===== config.mk =====
export PLATFORM = sky130hd
export DESIGN_NAME = wgt_glb_streamer
export DESIGN_NICKNAME = d
export VERILOG_FILES = /design/src/rtl/wgt_glb_streamer.sv
export SDC_FILE = /design/constraint.sdc
export NUM_CORES = 1
export LEC_CHECK = 0
export ABC_AREA = 1
export CORE_ASPECT_RATIO = 1.1
export CORE_MARGIN = 2
export CORE_UTILIZATION = 55
export DETAILED_ROUTE_END_ITERATION = 16
export PLACE_DENSITY = 0.87
export SLEW_MARGIN = 20
export SYNTH_ARGS = -nofsm -noshare
export SYNTH_HDL_FRONTEND = slang
export SYNTH_SLANG_ARGS = --single-unit

===== constraint.sdc =====
create_clock -name w_clock -period 4.8 [get_ports w_clock]
set_input_delay 1.44 -clock w_clock [delete_from_list [all_inputs] [get_ports w_clock]]
set_output_delay 1.44 -clock w_clock [all_outputs]
set_load 0.005 [all_outputs]

===== src/rtl/wgt_glb_streamer.sv =====
// Port controller and row streamer for the weight global buffer.
// It is the buffer's only master. It passes upstream writes through,
// sequences whole-buffer clears, and streams a wrapping range of rows to the
// PE array. A 2-entry skid FIFO hides the buffer's one-cycle read latency.
module wgt_glb_streamer #(
  parameter int WGT_GLB_NUM_ROWS   = 64,
  parameter int WGT_GLB_ADDR_WIDTH = $clog2(WGT_GLB_NUM_ROWS),
  parameter int WGT_GLB_NUM_BITS   = 8
) (
  input  logic                          w_clock,
  input  logic                          w_reset_n,
  input  logic                          w_clear,
  input  logic                          w_start,
  input  logic [WGT_GLB_ADDR_WIDTH-1:0] w_base_addr,
  input  logic [WGT_GLB_ADDR_WIDTH:0]   w_count,
  output logic                          w_busy,
  output logic                          w_done,
  input  logic                          w_wr_valid,
  output logic                          w_wr_ready,
  input  logic                          w_wr_add,
  input  logic [WGT_GLB_ADDR_WIDTH-1:0] w_wr_addr,
  input  logic [WGT_GLB_NUM_BITS-1:0]   w_wr_data,
  output logic                          w_out_valid,
  input  logic                          w_out_ready,
  output logic [WGT_GLB_NUM_BITS-1:0]   w_out_data,
  output logic                          w_out_last,
  output logic                          w_glb_ready,
  output logic                          w_glb_rw,
  output logic                          w_glb_add,
  output logic [WGT_GLB_ADDR_WIDTH-1:0] w_glb_address,
  output logic [WGT_GLB_NUM_BITS-1:0]   w_glb_data_in,
  input  logic [WGT_GLB_NUM_BITS-1:0]   w_glb_data_out
);

  localparam int AW = WGT_GLB_ADDR_WIDTH;
  localparam int DW = WGT_GLB_NUM_BITS;
  localparam logic [AW:0] NUM_ROWS_W = (AW+1)'(WGT_GLB_NUM_ROWS);

  typedef enum logic [1:0] {IDLE, CLEAR, READ, DONE} state_t;

  state_t        state_q;
  logic [AW-1:0] base_q;
  logic [AW:0]   count_q;
  logic [AW:0]   issue_q;
  logic [AW:0]   beat_q;
  logic          inflight_q;
  logic [DW-1:0] fifo_q [2];
  logic          rd_ptr_q;
  logic          wr_ptr_q;
  logic [1:0]    occ_q;
  logic [1:0]    occ_d;

  logic          idle;
  logic          wr_fire;
  logic          push;
  logic          pop;
  logic [2:0]    pending;
  logic          issue;
  logic [AW:0]   addr_sum;
  logic [AW:0]   addr_wrap;
  logic          last_beat;

  // Handshakes, read credit and the wrapped issue address
  always_comb begin
    idle       = (state_q == IDLE);
    w_wr_ready = idle && !w_clear && !w_start && w_reset_n;
    wr_fire    = w_wr_ready && w_wr_valid;
    push       = inflight_q;
    pop        = (occ_q != 2'd0) && w_out_ready;
    occ_d      = occ_q + {1'b0, push} - {1'b0, pop};
    // Issuing is allowed only if the read would still find a FIFO slot free
    // once it lands, counting reads already in flight and a pop this cycle.
    pending    = {1'b0, occ_q} + {2'b00, inflight_q} - {2'b00, pop};
    issue      = (state_q == READ) && (issue_q < count_q) && (pending < 3'd2);
    addr_sum   = {1'b0, base_q} + issue_q;
    addr_wrap  = (addr_sum >= NUM_ROWS_W) ? (addr_sum - NUM_ROWS_W) : addr_sum;
    last_beat  = (beat_q == (count_q - 1'b1));
  end

  // Buffer port drive and stream outputs
  always_comb begin
    w_busy        = (state_q != IDLE);
    w_done        = (state_q == DONE);
    w_out_valid   = (occ_q != 2'd0);
    w_out_data    = fifo_q[rd_ptr_q];
    w_out_last    = w_out_valid && last_beat;
    w_glb_ready   = w_reset_n && (state_q != CLEAR);
    w_glb_rw      = wr_fire;
    w_glb_add     = wr_fire && w_wr_add;
    w_glb_data_in = wr_fire ? w_wr_data : '0;
    if (wr_fire)
      w_glb_address = w_wr_addr;
    else if (state_q == READ)
      w_glb_address = addr_wrap[AW-1:0];
    else
      w_glb_address = '0;
  end

  // Control FSM: command acceptance, issue/beat counting and burst completion
  always_ff @(posedge w_clock or negedge w_reset_n) begin
    if (!w_reset_n) begin
      state_q    <= IDLE;
      base_q     <= '0;
      count_q    <= '0;
      issue_q    <= '0;
      beat_q     <= '0;
      inflight_q <= 1'b0;
    end else begin
      inflight_q <= issue;
      case (state_q)
        IDLE: begin
          if (w_clear) begin
            state_q <= CLEAR;
          end else if (w_start) begin
            base_q  <= w_base_addr;
            count_q <= w_count;
            issue_q <= '0;
            beat_q  <= '0;
            state_q <= (w_count == '0) ? DONE : READ;
          end
        end
        CLEAR: state_q <= DONE;
        READ: begin
          if (issue) issue_q <= issue_q + 1'b1;
          if (pop) begin
            beat_q <= beat_q + 1'b1;
            if (last_beat) state_q <= DONE;
          end
        end
        DONE: state_q <= IDLE;
        default: state_q <= IDLE;
      endcase
    end
  end

  // Two-entry skid FIFO catching read data one cycle after each issue
  always_ff @(posedge w_clock or negedge w_reset_n) begin
    if (!w_reset_n) begin
      fifo_q[0] <= '0;
      fifo_q[1] <= '0;
      rd_ptr_q  <= 1'b0;
      wr_ptr_q  <= 1'b0;
      occ_q     <= 2'd0;
    end else begin
      if (push) begin
        fifo_q[wr_ptr_q] <= w_glb_data_out;
        wr_ptr_q         <= ~wr_ptr_q;
      end
      if (pop) rd_ptr_q <= ~rd_ptr_q;
      occ_q <= occ_d;
    end
  end

endmodule

After elaboration in Yosys (flattened, before gate mapping)
Cells that the tools add are included.

storage, ports and cells
  bits in registers = 50
  latch bits = 0
  RAM bits = 0
  ROM bits = 0
  input port bits = 42
  output and inout port bits = 30
  word-level logic and storage cells = 86
  memories kept = 0

cells by class
  $add $sub $neg = 9
  $mul = 0
  div/mod/pow operators = 0
  order comparisons = 6
  equal/unequal tests = 11
  shift-type cells = 0
  muxes and demuxes = 22
  bitwise gates (word level) = 5
  reductions and logical operators = 22

operator list
  kind                 count
  $mux 8               5
  $mux 7               4
  $pmux 7 s2           2
  $mux 6               3
  $bwmux 16            1
  $add 7x1->7 const B  2
  $logic_and 1x1->1    11
  $ne 2x2->1 const B   5
  $demux 8 s1          1
  $mux 2               4
  $pmux 2 s4           1
  $reduce_and 4->1     2
  $add 6x7->7          1
  $eq 7x7->1           1
  $ge 7x7->1 const B   1
  $logic_not 7->1      1
  $lt 7x7->1           1
  $sub 7x1->7 const B  1
  $reduce_and 3->1     2
  $reduce_bool 2->1    3
  $sub 6x1->6 const B  1
  $eq 2x2->1 const B   2
  $ge 2x2->1 const B   2
  $not 1->2            2
  other kinds (13)     16

Longest topological paths before layout
Gate-level depths: netlist of run 1.

  depth after elaboration = 7
  gate-level depth with buffers = 15
  gate-level depth less buffers = 15

Worst setup path after synthesis of run 1
Ideal clock, no wire load.

  path type = input -> output
  from = in w_clear
  to = out w_glb_address[0]
  arrival time = 2.271 ns
  required time = 3.360 ns
  path slack = 1.089 ns
  stages on the path = 9
  path buffers = 1
  cell sequence = inv_1 nand2_1 nor2_1 inv_2 nor2_4 nand2_2 buf_6 clkinv_2 a22o_1

on the way
  longest elaborated chain between the ends = 6

RTL lines
  what                            RTL line  source
  from (decl)                     12        input logic w_clear,
  $logic_not 1->1                 66        w_wr_ready = idle && !w_clear && !w_start && w_reset_n;
  $logic_and 1x1->1 (3 in a row)  66
  net w_wr_ready                  19        output logic w_wr_ready,
  $logic_and 1x1->1               67        wr_fire = w_wr_ready && w_wr_valid;
  net w_glb_rw                    28        output logic w_glb_rw,
  $mux 6                          91        if (wr_fire)
  to (decl)                       30        output logic [WGT_GLB_ADDR_WIDTH-1:0] w_glb_address,

The timed path passes the listed nets, and every way through them passes these cells.

Worst setup path after layout of run 1
  from = in w_clear
  to = out w_glb_address[0]

on the way
  longest elaborated chain between the ends = 6

RTL lines
  what                            RTL line
  $logic_not 1->1                 66
  $logic_and 1x1->1 (3 in a row)  66
  $logic_and 1x1->1               67
  $mux 6                          91

No other way between the ends.

==> metrics.txt, run 1 <==
die height 83.2 um; delay-heaviest family, CP buffers and inverters; total power 2030 uW; Setup crit start kind primary input; number of global-route vias before repair 2864; min Tclk post-route 4.72 ns; run status finished, final reports clean; fraction of post-synthesis cell area in the top cell type by area 39.9%; P per Cell Area 504 nW/um^2; top cells by area, synth dfrtp_1 40%, nand2_1 15%, ha_1 7.6%; Via Count 2954; first-pass GRT wire length 12900 um; starting density of the core 57.8%; Worst path max stage delay 0.44 ns; count of pins over their slew limit 0; CTS Buf Count 5; Antenna Nets Post-Route 0; vias per cell 5.15; maximum VDD drop ~340 uV; Final period util 98.3%; LEAKAGE 0.00203 uW; latest clock arrival within the worst-skew pair 0.31 ns; die area ~6300 um^2; largest net degree at the start of global routing 51; Main synth FF type dfrtp_1; Clock Pin Slew Worst Setup and Hold Paths 0.09 ns; Sink Count 50; GPL Wtd Cong between 0.8 and 0.9; Setup Viol. Count Final 0; Mapped Nets ~490; GRT Util Overall 24.9%; htree depth 2; Yosys cell types 36; nets@finish 561; most frequent cells in the layout 123 x nand2_1, 69 x clkdlybuf4s50_1, 50 x inv_1, 50 x dfrtp_1, 45 x nor2_1; Mapped Area 3140 um^2; Pre-antenna DRT Iters 4; Crit Path Category in -> out; hold_buf cts 0; required time worst endpoint ~3.4 ns; layout cells sized above 1 around 7%; WP data arrival about 3.3 ns; DRT iter0 DRCs between 150 and 200; initial antenna violation count 0; Die Width 76.0 um; root buffer cell clkbuf_8; Final Hold Fails 0; relative slew slack 57.9%; #FFs+latches synth 50; cell row count 28; CTS tree built; Worst Clk Skew a little over 0.008 ns; Buffers on Ports 71; cell taking the most area after synthesis dfrtp_1; Post-Layout Cell Count 574; Buf/Inv on CP 5; commonest non-fill, non-tap cell in the layout nand2_1; Seq/Total Area, Yosys 39.9%; DR DRC count 0; ys async rst share 100%; Worst-Margin Slew approximately 0.63 ns; slowest CP cell clkdlybuf4s50_1; core area 5430 um^2; post-synthesis area per instance around 7.4 um^2; Routed WL 7490 um; crit-path max FO 6; area delta synth->final 28.3%; total gr overflow 0; achievable frequency 212 MHz; diodes inserted 0; Setup crit end kind output pin; Maximum Capacitance Violations 0; routed len/inst 13.0 um; worst path cell trace clkdlybuf4s50_1 -> inv_1 -> nand2_1 -> nor2_1 -> inv_2 -> nor2_4 -> nand2_4 -> nand2_2 -> inv_2 -> a22o_1 -> clkdlybuf4s50_1; Warnings, synthesis 0; number of synthesized flops with an enable pin 0; Inst Count DP about 560; clock buffer depth 2; dpl hpwl ~5600 um; Synth Instances ~420; io pins approximately 70; # fillers 430; Hold WC Path Type reg -> reg
## path summary, 6_finish.rpt
| path | startpoint | end | slack [ns] | cells after the start |
|---|---|---|---|---|
| setup / recovery | w_clear | w_glb_address[0] | 0.08 | 11 |
| hold / removal | fifo_q[0]$_DFFE_PN0P_ | fifo_q[0]$_DFFE_PN0P_ | 0.50 | 2 |
| setup reg to reg | occ_q[1]$_DFF_PN0_ | issue_q[3]$_DFFE_PN0P_ | 2.01 | 14 |
| hold reg to reg | fifo_q[0]$_DFFE_PN0P_ | fifo_q[0]$_DFFE_PN0P_ | 0.50 | 2 |
| max in group asynchronous | w_reset_n | base_q[0]$_DFFE_PN0P_ | 3.10 | 2 |
| min in group asynchronous | w_reset_n | count_q[1]$_DFFE_PN0P_ | 1.27 | 2 |
## state kept, by name, summed over array words and instances, names as in the netlist
register    flops
beat_q          7
base_q          6
wr_ptr_q        1
fifo_q         16
rd_ptr_q        1
inflight_q      1
issue_q         7
occ_q           2
count_q         7
state_q         2
## cells by family (layout without fill, tap and decap cells)
group / count (synthesis) / after routing / share of synthesized area, %
DFF: 50 / 50 / 39.9
adders and majority gates: 21 / 21 / 8.85
and+or+nand+nor: 216 / 216 / 29.0
buffers and inverters: 67 / 143 / 8.53
AOI/OAI and AO/OA: 52 / 52 / 8.65
muxes: 5 / 5 / 1.79
xor gates and xnor gates: 12 / 12 / 3.35
## metrics by stage
step	setup WS, ns	util [%]	hold slack (ns)	cell area (um^2)	setup TNS [ns]
2_1_floorplan	1.09	-	0.453	3140	0
3_3_place_gp	0.0697	71.9	0.465	3900	0
3_5_place_dp	-0.00608	71.9	0.473	3900	-0.0120
4_1_cts	0.0437	73.6	0.496	4000	0
5_1_grt	-0.00168	74.2	0.522	4030	-0.00168
6_report	0.0815	74.2	0.496	4030	0
## power by group
| group | leakage, uW | switching (uW) | internal (uW) |
|---|---|---|---|
| clock | 0.0000452 | 143 | 103 |
| sequential | 0.000615 | 138 | 591 |
| combinational | 0.00137 | 579 | 478 |
## area by class of cell
| cell class | instances | area [um^2] | share of cell area, % |
|---|---|---|---|
| Sequential cell | 50 | 1250 | 31.1 |
| Clock buffer | 6 | 72.6 | 1.80 |
| Inverter | 59 | 225 | 5.59 |
| Multi-Input combinational cell | 306 | 1630 | 40.4 |
| Clock inverter | 2 | 13.8 | 0.342 |
| Tap cell | 75 | 93.8 | 2.33 |
| Timing Repair Buffer | 76 | 746 | 18.5 |
## Yosys cell counts, drive strengths merged, types with 2 or more instances
master    n
nand2   127
inv      57
dfrtp    50
nor2     47
o21ai    31
nand3    27
ha       19
a21oi    17
nor3      8
xor2      7
clkbuf    5
mux2      5
xnor2     5
buf       3
clkinv    2
fa        2
nand4     2
## worst register-to-register path, stage by stage (launching register included)
cell	delay [ns]
dfrtp_1	0.42
nor2_1	0.20
inv_2	0.06
nand2_1	0.12
inv_1	0.07
nand2_1	0.09
o21ai_0	0.09
ha_1	0.20
fa_1	0.46
nor3b_1	0.22
nand4_1	0.16
nand2_1	0.28
nand2_2	0.17
nand2_1	0.09
nand2_1	0.05
## routing by layer
layer | share of wire (%) | wire length (um) | global-route usage [%]
met2 | 53 | 3930 | 44.9
met3 | 4.2 | 318 | 4.46
met1 | 41 | 3070 | 29.5
met4 | 2.2 | 162 | 9.09
met5 | 0 | 0 | 0
## timing repair
action,in CTS,in global routing
cloned,0,0
endpoints found under the setup margin,2,5
buffers inserted,0,4
gates resized for setup,1,2
pin swaps,0,1
No activity file was read; power rests on OpenSTA's default activity.
==> run 2: changes to the inputs <==
--- a/config.mk
+++ b/config.mk
@@ -11,6 +11,7 @@
 export CORE_UTILIZATION = 55
 export DETAILED_ROUTE_END_ITERATION = 16
 export PLACE_DENSITY = 0.87
+export SKIP_CTS_REPAIR_TIMING = 1
 export SLEW_MARGIN = 20
 export SYNTH_ARGS = -nofsm -noshare
 export SYNTH_HDL_FRONTEND = slang
==> results of run 2 <==
Final layout, timing and power as in run 1 (identical DEF).
